[src/rtl/counter_bound.sv]
// Bounded up/down counter with programmable step, bounds and wrap/saturate mode.
// Its registered wrap pulse can feed the up input of another instance to build row/column counters.
module counter_bound #(
    parameter int width_p      = 8,
    parameter int step_width_p = 4,
    parameter int reset_val_p  = 0
) (
    input  logic                    clk_i,
    input  logic                    reset_i,
    input  logic                    clear_i,
    input  logic                    load_i,
    input  logic [width_p-1:0]      load_val_i,
    input  logic [width_p-1:0]      min_val_i,
    input  logic [width_p-1:0]      max_val_i,
    input  logic [step_width_p-1:0] step_i,
    input  logic                    sat_mode_i,
    input  logic                    up_i,
    input  logic                    down_i,
    output logic [width_p-1:0]      count_o,
    output logic                    wrap_o,
    output logic                    sat_o,
    output logic                    at_max_o,
    output logic                    at_min_o
);

    localparam logic [width_p-1:0] ResetVal = width_p'(reset_val_p);

    typedef logic [width_p:0] ext_t;

    logic [width_p-1:0] count_r, count_n;
    logic               wrap_r, wrap_n;
    logic               sat_r, sat_n;

    ext_t cnt_x, min_x, max_x, step_x;
    ext_t sum_x, span_x, over_x, deficit_x;

    // One extra bit keeps every intermediate sum and difference from overflowing.
    assign cnt_x     = {1'b0, count_r};
    assign min_x     = {1'b0, min_val_i};
    assign max_x     = {1'b0, max_val_i};
    assign step_x    = ext_t'(step_i);
    assign sum_x     = cnt_x + step_x;
    assign span_x    = max_x - min_x;
    assign over_x    = sum_x - max_x - 1'b1;
    assign deficit_x = min_x + step_x - cnt_x - 1'b1;

    always_comb begin
        count_n = count_r;
        wrap_n  = 1'b0;
        sat_n   = 1'b0;
        if (clear_i) begin
            count_n = ResetVal;
        end else if (load_i) begin
            count_n = load_val_i;
        end else if (up_i ^ down_i) begin
            if (cnt_x < min_x || cnt_x > max_x) begin
                count_n = up_i ? min_val_i : max_val_i;
            end else if (up_i) begin
                if (sum_x <= max_x) begin
                    count_n = width_p'(sum_x);
                end else if (sat_mode_i) begin
                    count_n = max_val_i;
                    sat_n   = 1'b1;
                end else begin
                    // A step larger than the range lands on the bound instead of wrapping twice.
                    count_n = (over_x > span_x) ? min_val_i : width_p'(min_x + over_x);
                    wrap_n  = 1'b1;
                end
            end else begin
                if (cnt_x >= min_x + step_x) begin
                    count_n = width_p'(cnt_x - step_x);
                end else if (sat_mode_i) begin
                    count_n = min_val_i;
                    sat_n   = 1'b1;
                end else begin
                    count_n = (deficit_x > span_x) ? max_val_i : width_p'(max_x - deficit_x);
                    wrap_n  = 1'b1;
                end
            end
        end
    end

    always_ff @(posedge clk_i or posedge reset_i) begin
        if (reset_i) begin
            count_r <= ResetVal;
            wrap_r  <= 1'b0;
            sat_r   <= 1'b0;
        end else begin
            count_r <= count_n;
            wrap_r  <= wrap_n;
            sat_r   <= sat_n;
        end
    end

    assign count_o  = count_r;
    assign wrap_o   = wrap_r;
    assign sat_o    = sat_r;
    assign at_max_o = (count_r == max_val_i);
    assign at_min_o = (count_r == min_val_i);

endmodule

[config.mk]
export PLATFORM = sky130hd
export DESIGN_NAME = counter_bound
export DESIGN_NICKNAME = d
export VERILOG_FILES = /design/src/rtl/counter_bound.sv
export SDC_FILE = /design/constraint.sdc
export NUM_CORES = 1
export LEC_CHECK = 0
export BUFFER_PORTS_ARGS = -buffer_cell sky130_fd_sc_hd__buf_2
export CORE_MARGIN = 4
export CORE_UTILIZATION = 46
export DETAILED_ROUTE_END_ITERATION = 10
export PLACE_DENSITY = 0.63
export SYNTH_ARGS = -nofsm -noshare
export SYNTH_HDL_FRONTEND = slang
export SYNTH_SLANG_ARGS = --single-unit
[constraint.sdc]
create_clock -name clk_i -period 12.4 [get_ports clk_i]
set_input_delay 2.48 -clock clk_i [delete_from_list [all_inputs] [get_ports clk_i]]
set_output_delay 2.48 -clock clk_i [all_outputs]
set_load 0.1 [all_outputs]
# ---- Word-level counts from Yosys, hierarchy flattened
# Index checks and enable logic that the tools add are counted.
dict set report word_totals {
  ff_bits 10
  inputBits 35
  output_inout_bits 12
  word_cells 52
}
dict set report op_classes {
  addsub 10
  magnitude_cmp 6
  eq_ne 2
  mux 28
  bitwise_logic 1
  n_reduce_logical 2
}
# cell count
set ops {}
lappend ops {{8-bit two-way mux} 12}
lappend ops {{8-bit by 4-bit adder with 9-bit output} 2}
lappend ops {{9-bit greater-than comparator} 2}
lappend ops {{9-bit by 1-bit subtractor with 9-bit output (second input constant)} 2}
lappend ops {{9-bit by 8-bit subtractor with 9-bit output} 2}
lappend ops {{8-bit == test} 2}
lappend ops {{1-bit two-way mux} 16}
lappend ops {{8-bit by 9-bit greater-or-equal comparator with 1-bit output} 1}
lappend ops {{9-bit by 8-bit less-or-equal comparator with 1-bit output} 1}
lappend ops {{8-bit by 8-bit subtractor with 9-bit output} 1}
lappend ops {{8-bit adder} 1}
lappend ops {{8-bit greater-than comparator} 1}
lappend ops {{8-bit < comparator} 1}
lappend ops {{8-bit by 4-bit subtractor with 8-bit output} 1}
lappend ops {{8-bit subtractor} 1}
lappend ops {{3-bit nonzero test} 1}
lappend ops {{1-bit logical OR} 1}
lappend ops {{1-bit XOR} 1}

# ---- Logic depth before layout (Yosys ltp)
dict set report logic_depth {
  depth_word 12
  ltp_mapped 23
  depth_no_buf 22
}

# ---- Worst setup path after synthesis
# Ideal clock, no wire load.
dict set report synth_timing {
  path_kind {input -> output}
  start {input max_val_i[1]}
  end {output at_max_o}
  t_arrival_ps 4269
  t_required_ps 9920
  slack_ps 5651
  path_stages 4
  path_cell_list {inv_1 > ha_1 > nand4_1 > nor2_1}
}
dict set report synth_between {
  elab_chain_cells 1
}
# item line
set synth_rtl {}
lappend synth_rtl {{start: declaration} 14} ;# input logic [width_p-1:0] max_val_i,
lappend synth_rtl {{8-bit == test} 98} ;# assign at_max_o = (count_r == max_val_i);
lappend synth_rtl {{end: declaration} 22} ;# output logic at_max_o,
# Every way passes these cells.

# ---- Final worst setup path
dict set report layout_timing {
  start {input step_i[1]}
  end {register count_r[3] (netlist: count_o[3])}
}
dict set report layout_between {
  elab_chain_cells 12
  elab_cells_between_ends 24
  cone_classes {9 x add/sub; 4 x order compare; 11 x mux}
}
# item line
set layout_rtl {}
lappend layout_rtl {{start: declaration} 15} ;# input logic [step_width_p-1:0] step_i,
lappend layout_rtl {{8-bit by 4-bit adder with 9-bit output (on tied branches)} {45, 70, 42}}
lappend layout_rtl {{9-bit by 8-bit subtractor with 9-bit output (on tied branches)} {45, 44}}
lappend layout_rtl {{9-bit by 1-bit subtractor with 9-bit output (on tied branches)} {45, 44}}
lappend layout_rtl {{8-bit subtractor, or another cell as far along} 76} ;# count_n = (deficit_x > span_x) ? max_val_i : width_p'(max_x - deficit_x);
lappend layout_rtl {{8-bit two-way mux (on tied branches)} {76, 66}}
lappend layout_rtl {{8-bit two-way mux (on tied branches)} {72, 61}}
lappend layout_rtl {{8-bit two-way mux (on tied branches)} {70, 59}}
lappend layout_rtl {{8-bit two-way mux *} 58} ;# end else if (up_i) begin
lappend layout_rtl {{8-bit two-way mux *} 56} ;# if (cnt_x < min_x || cnt_x > max_x) begin
lappend layout_rtl {{8-bit two-way mux *} 55} ;# end else if (up_i ^ down_i) begin
lappend layout_rtl {{8-bit two-way mux *} 53} ;# end else if (load_i) begin
lappend layout_rtl {{8-bit two-way mux *} 51} ;# if (clear_i) begin
lappend layout_rtl {{end signal: assignment} 85} ;# count_r <= ResetVal;
lappend layout_rtl {{end signal: assignment} 89} ;# count_r <= count_n;
lappend layout_rtl {{end: declaration} 30} ;# logic [width_p-1:0] count_r, count_n;
# Every way passes the cells marked *; elsewhere a longest branch is shown, timed or not. The select of a mux whose other input is x is not followed.
# A chain may end at the register's enable or synchronous reset.

==> results.md <==
* Worst EP arrival at 7.45 ns
* Place WS at 5.01 ns
* First-pass GRT wire length at 24000 um
* Setup TNS at 0 ns
* Vias in the first global route at 4453
* Fin crit period at 7.28 ns
* Htree depth at 1
* Startpoint types: primary input
* Number of core rows at 35
* Worst Skew at 0.00482 ns
* Core footprint at 9370 um2
* Largest net degree at the start of global routing at 26
* DR iter-0 viols at 323
* Primary FF master, synth: dfrtp_1
* Final Setup Violations at 0
* RSZ-0062 raised after global routing: no
* FF+latch area at 250 um2
* Hold crit path type: reg -> reg
* CTS clk-pin slew, worst paths at 0.05 ns
* Syn nets at 702
* EDFF count, synth at 0
* WL met2 at 6790 um
* Worst Path Required at 12.57 ns
* ANT cells at 0
* Root Buffer: clkbuf_8
* CP max FO at 11
* Ys Warns at 0
* Crit. End Element: register
* Synth-to-Final Area Change at 7.43%
* Post-Route WL at 15000 um
* Leakage at 2.32 nW
* Synth top area share at 0.257
* Drt wl/cell at 20.5 um
* I/O Pins at 47
* Status: completed
* Worst-case clock buffer depth at 2
* Pwr Density at 164 nW/um2
* Die W at 107 um
* Routability Congestion at 0.922
* Total number of vias at 4451
* GRT overflow at 0
* Register area share after synthesis at 0.0559
* CTS tree: yes
* Critical path class: in -> reg
* Initial core utilization at 0.478
* TritonRoute pass-1 iters at 5
* ANT nets after route at 0
* CTS sink count at 10
* Dominant cell type by area after synthesis: ha_1
* Fmax at 0.137 GHz
* Yosys reg bits at 10
* PortBufs at 46
* Final WS setup at 5.12 ns
* Number of distinct library cells after synthesis at 80
* Final hold vios at 0
* Final core utilization at 0.513
* Final #Nets at 740
* Setup bufs post-CTS at 0
* Die footprint at 11400 um2
* Initial antenna violation count at 0
* # DRC at 0
* Max_cap viols at 0
* Reg-to-Reg Start: count_o[1]
* Max Used Layer: met4
* Chip height at 107 um
* Final worst path period share at 0.587
* Met3 Wirelength at 1040 um
* Final Max Tran Viols at 0
* Skew-Pair Late Insertion Delay at 0.24 ns
* Mean Syn Cell Area at 7.90 um2
* Wl on met1 at 6600 um
* Hold_sp: count_o[0]
* DR vias/cell at 6.08
* Multi-input gate area at 3860 um2
* Fill count at 965
* Worst slew pin tran at 0.786 ns
* Top cells by area, synth: ha_1 26%, xnor2_1 7.4%, inv_1 5.6%
* VDD IR-drop max at 0.0737 mV
* Post-CTS sizing at 0
* Slew headroom at 0.472
* Origin of the worst setup path: step_i[1]
* Share of layout cells above drive strength 1 at 0.129
* Post-Synthesis Cells at 567
* Total track usage at 0.267
* CTS hold repair buffers at 0
* Most common cell after layout, fill and taps aside: ha_1
* Most frequent cells in the layout: 92 x ha_1, 67 x inv_1, 46 x buf_2
* Post-synth ARST share at 1.00
* CTS Buf Count at 3
* Post-Syn Area at 4480 um2
* Post-DP HPWL at 12600 um
==> flip-flops by register name, summed over array words and instances (netlist names) <==
register	flops
sat_o	1
count_o	8
wrap_o	1
==> Yosys cell counts (5+ instances only) <==
cell,number
buf_2,5
a22oi_1,6
o21bai_1,10
o21a_1,10
nor2b_1,17
nor2_1,38
mux2i_1,10
a21oi_1,41
xnor2_1,38
a21o_1,12
fa_1,8
o21ai_0,24
nand4_1,12
ha_1,92
nand2_1,23
or3_1,5
nor3_1,18
o21ai_1,9
inv_1,67
a211oi_1,5
nand3_1,7
o211ai_1,6
dfrtp_1,10
xor2_1,10
==> final cells by class <==
class | count | area share
Timing Repair Buffer | 47 | 0.0494
Tap cell | 129 | 0.0336
Clock buffer | 3 | 0.00858
Inverter | 69 | 0.0539
Multi-Input combinational cell | 474 | 0.803
Sequential cell | 10 | 0.0520
==> cells by family (layout without fill, tap and decap cells) <==
group | count (synthesis) | count (layout) | share of synthesized area
AO/OA/AOI/OAI | 178 | 178 | 0.296
AND/OR/NAND/NOR | 137 | 137 | 0.155
XOR/XNOR | 48 | 48 | 0.0939
flip-flops | 10 | 10 | 0.0559
multiplexers | 11 | 11 | 0.0249
buffers and inverters | 83 | 119 | 0.0819
adder cells (fa/ha/maj) | 100 | 100 | 0.293
==> power breakdown <==
| group | leakage (nW) | total (mW) | internal (mW) | switching (mW) |
|---|---|---|---|---|
| logic | 2.17 | 0.702 | 0.281 | 0.421 |
| registers | 0.131 | 0.0497 | 0.0361 | 0.0136 |
| clock network | 0.0216 | 0.0346 | 0.0213 | 0.0133 |
| total | 2.32 | 0.787 | 0.338 | 0.448 |
==> critical path, stage by stage <==
cell,delay (ns)
buf_2,0.14
inv_1,0.13
fa_1,0.48
xor2_1,0.37
ha_1,0.36
a21o_1,0.20
a21oi_1,0.21
o21bai_1,0.08
a21oi_1,0.21
o21bai_1,0.09
a21oi_1,0.18
xnor2_1,0.19
ha_1,0.32
a211oi_1,0.23
o21ai_0,0.12
o21ai_1,0.63
inv_1,0.23
o211ai_1,0.22
o21ai_0,0.14
o211ai_1,0.25
a31o_1,0.17
==> worst paths after layout <==
kind	slack, ns	endpoint	cells past startpoint
setup reg to reg	6.70	count_o[3]	20
max in group asynchronous	9.89	count_o[2]	2
hold reg to reg	0.63	count_o[0]	2
setup / recovery	5.12	count_o[3]	21
min in group asynchronous	2.22	wrap_o	2
hold / removal	0.63	count_o[0]	2
==> metrics by stage <==
stage                     hold slack, ns  cell area (um2)  cells  power (mW)
after CTS                          0.638             4810    732       0.778
after floorplan                     1.13             4480    567       0.584
after detailed placement           0.611             4770    729       0.741
after global placement             0.602             4770    729       0.728
final                              0.632             4810    732       0.787
after global routing               0.666             4810    732       0.862
==> per-layer routing <==
metal	track usage	vias to the layer above
li1	-	2143
met2	0.436	176
met3	0.0277	44
met1	0.364	2088
met5	0	-
met4	0.0968	0
Power figures use the tool's default switching activity.
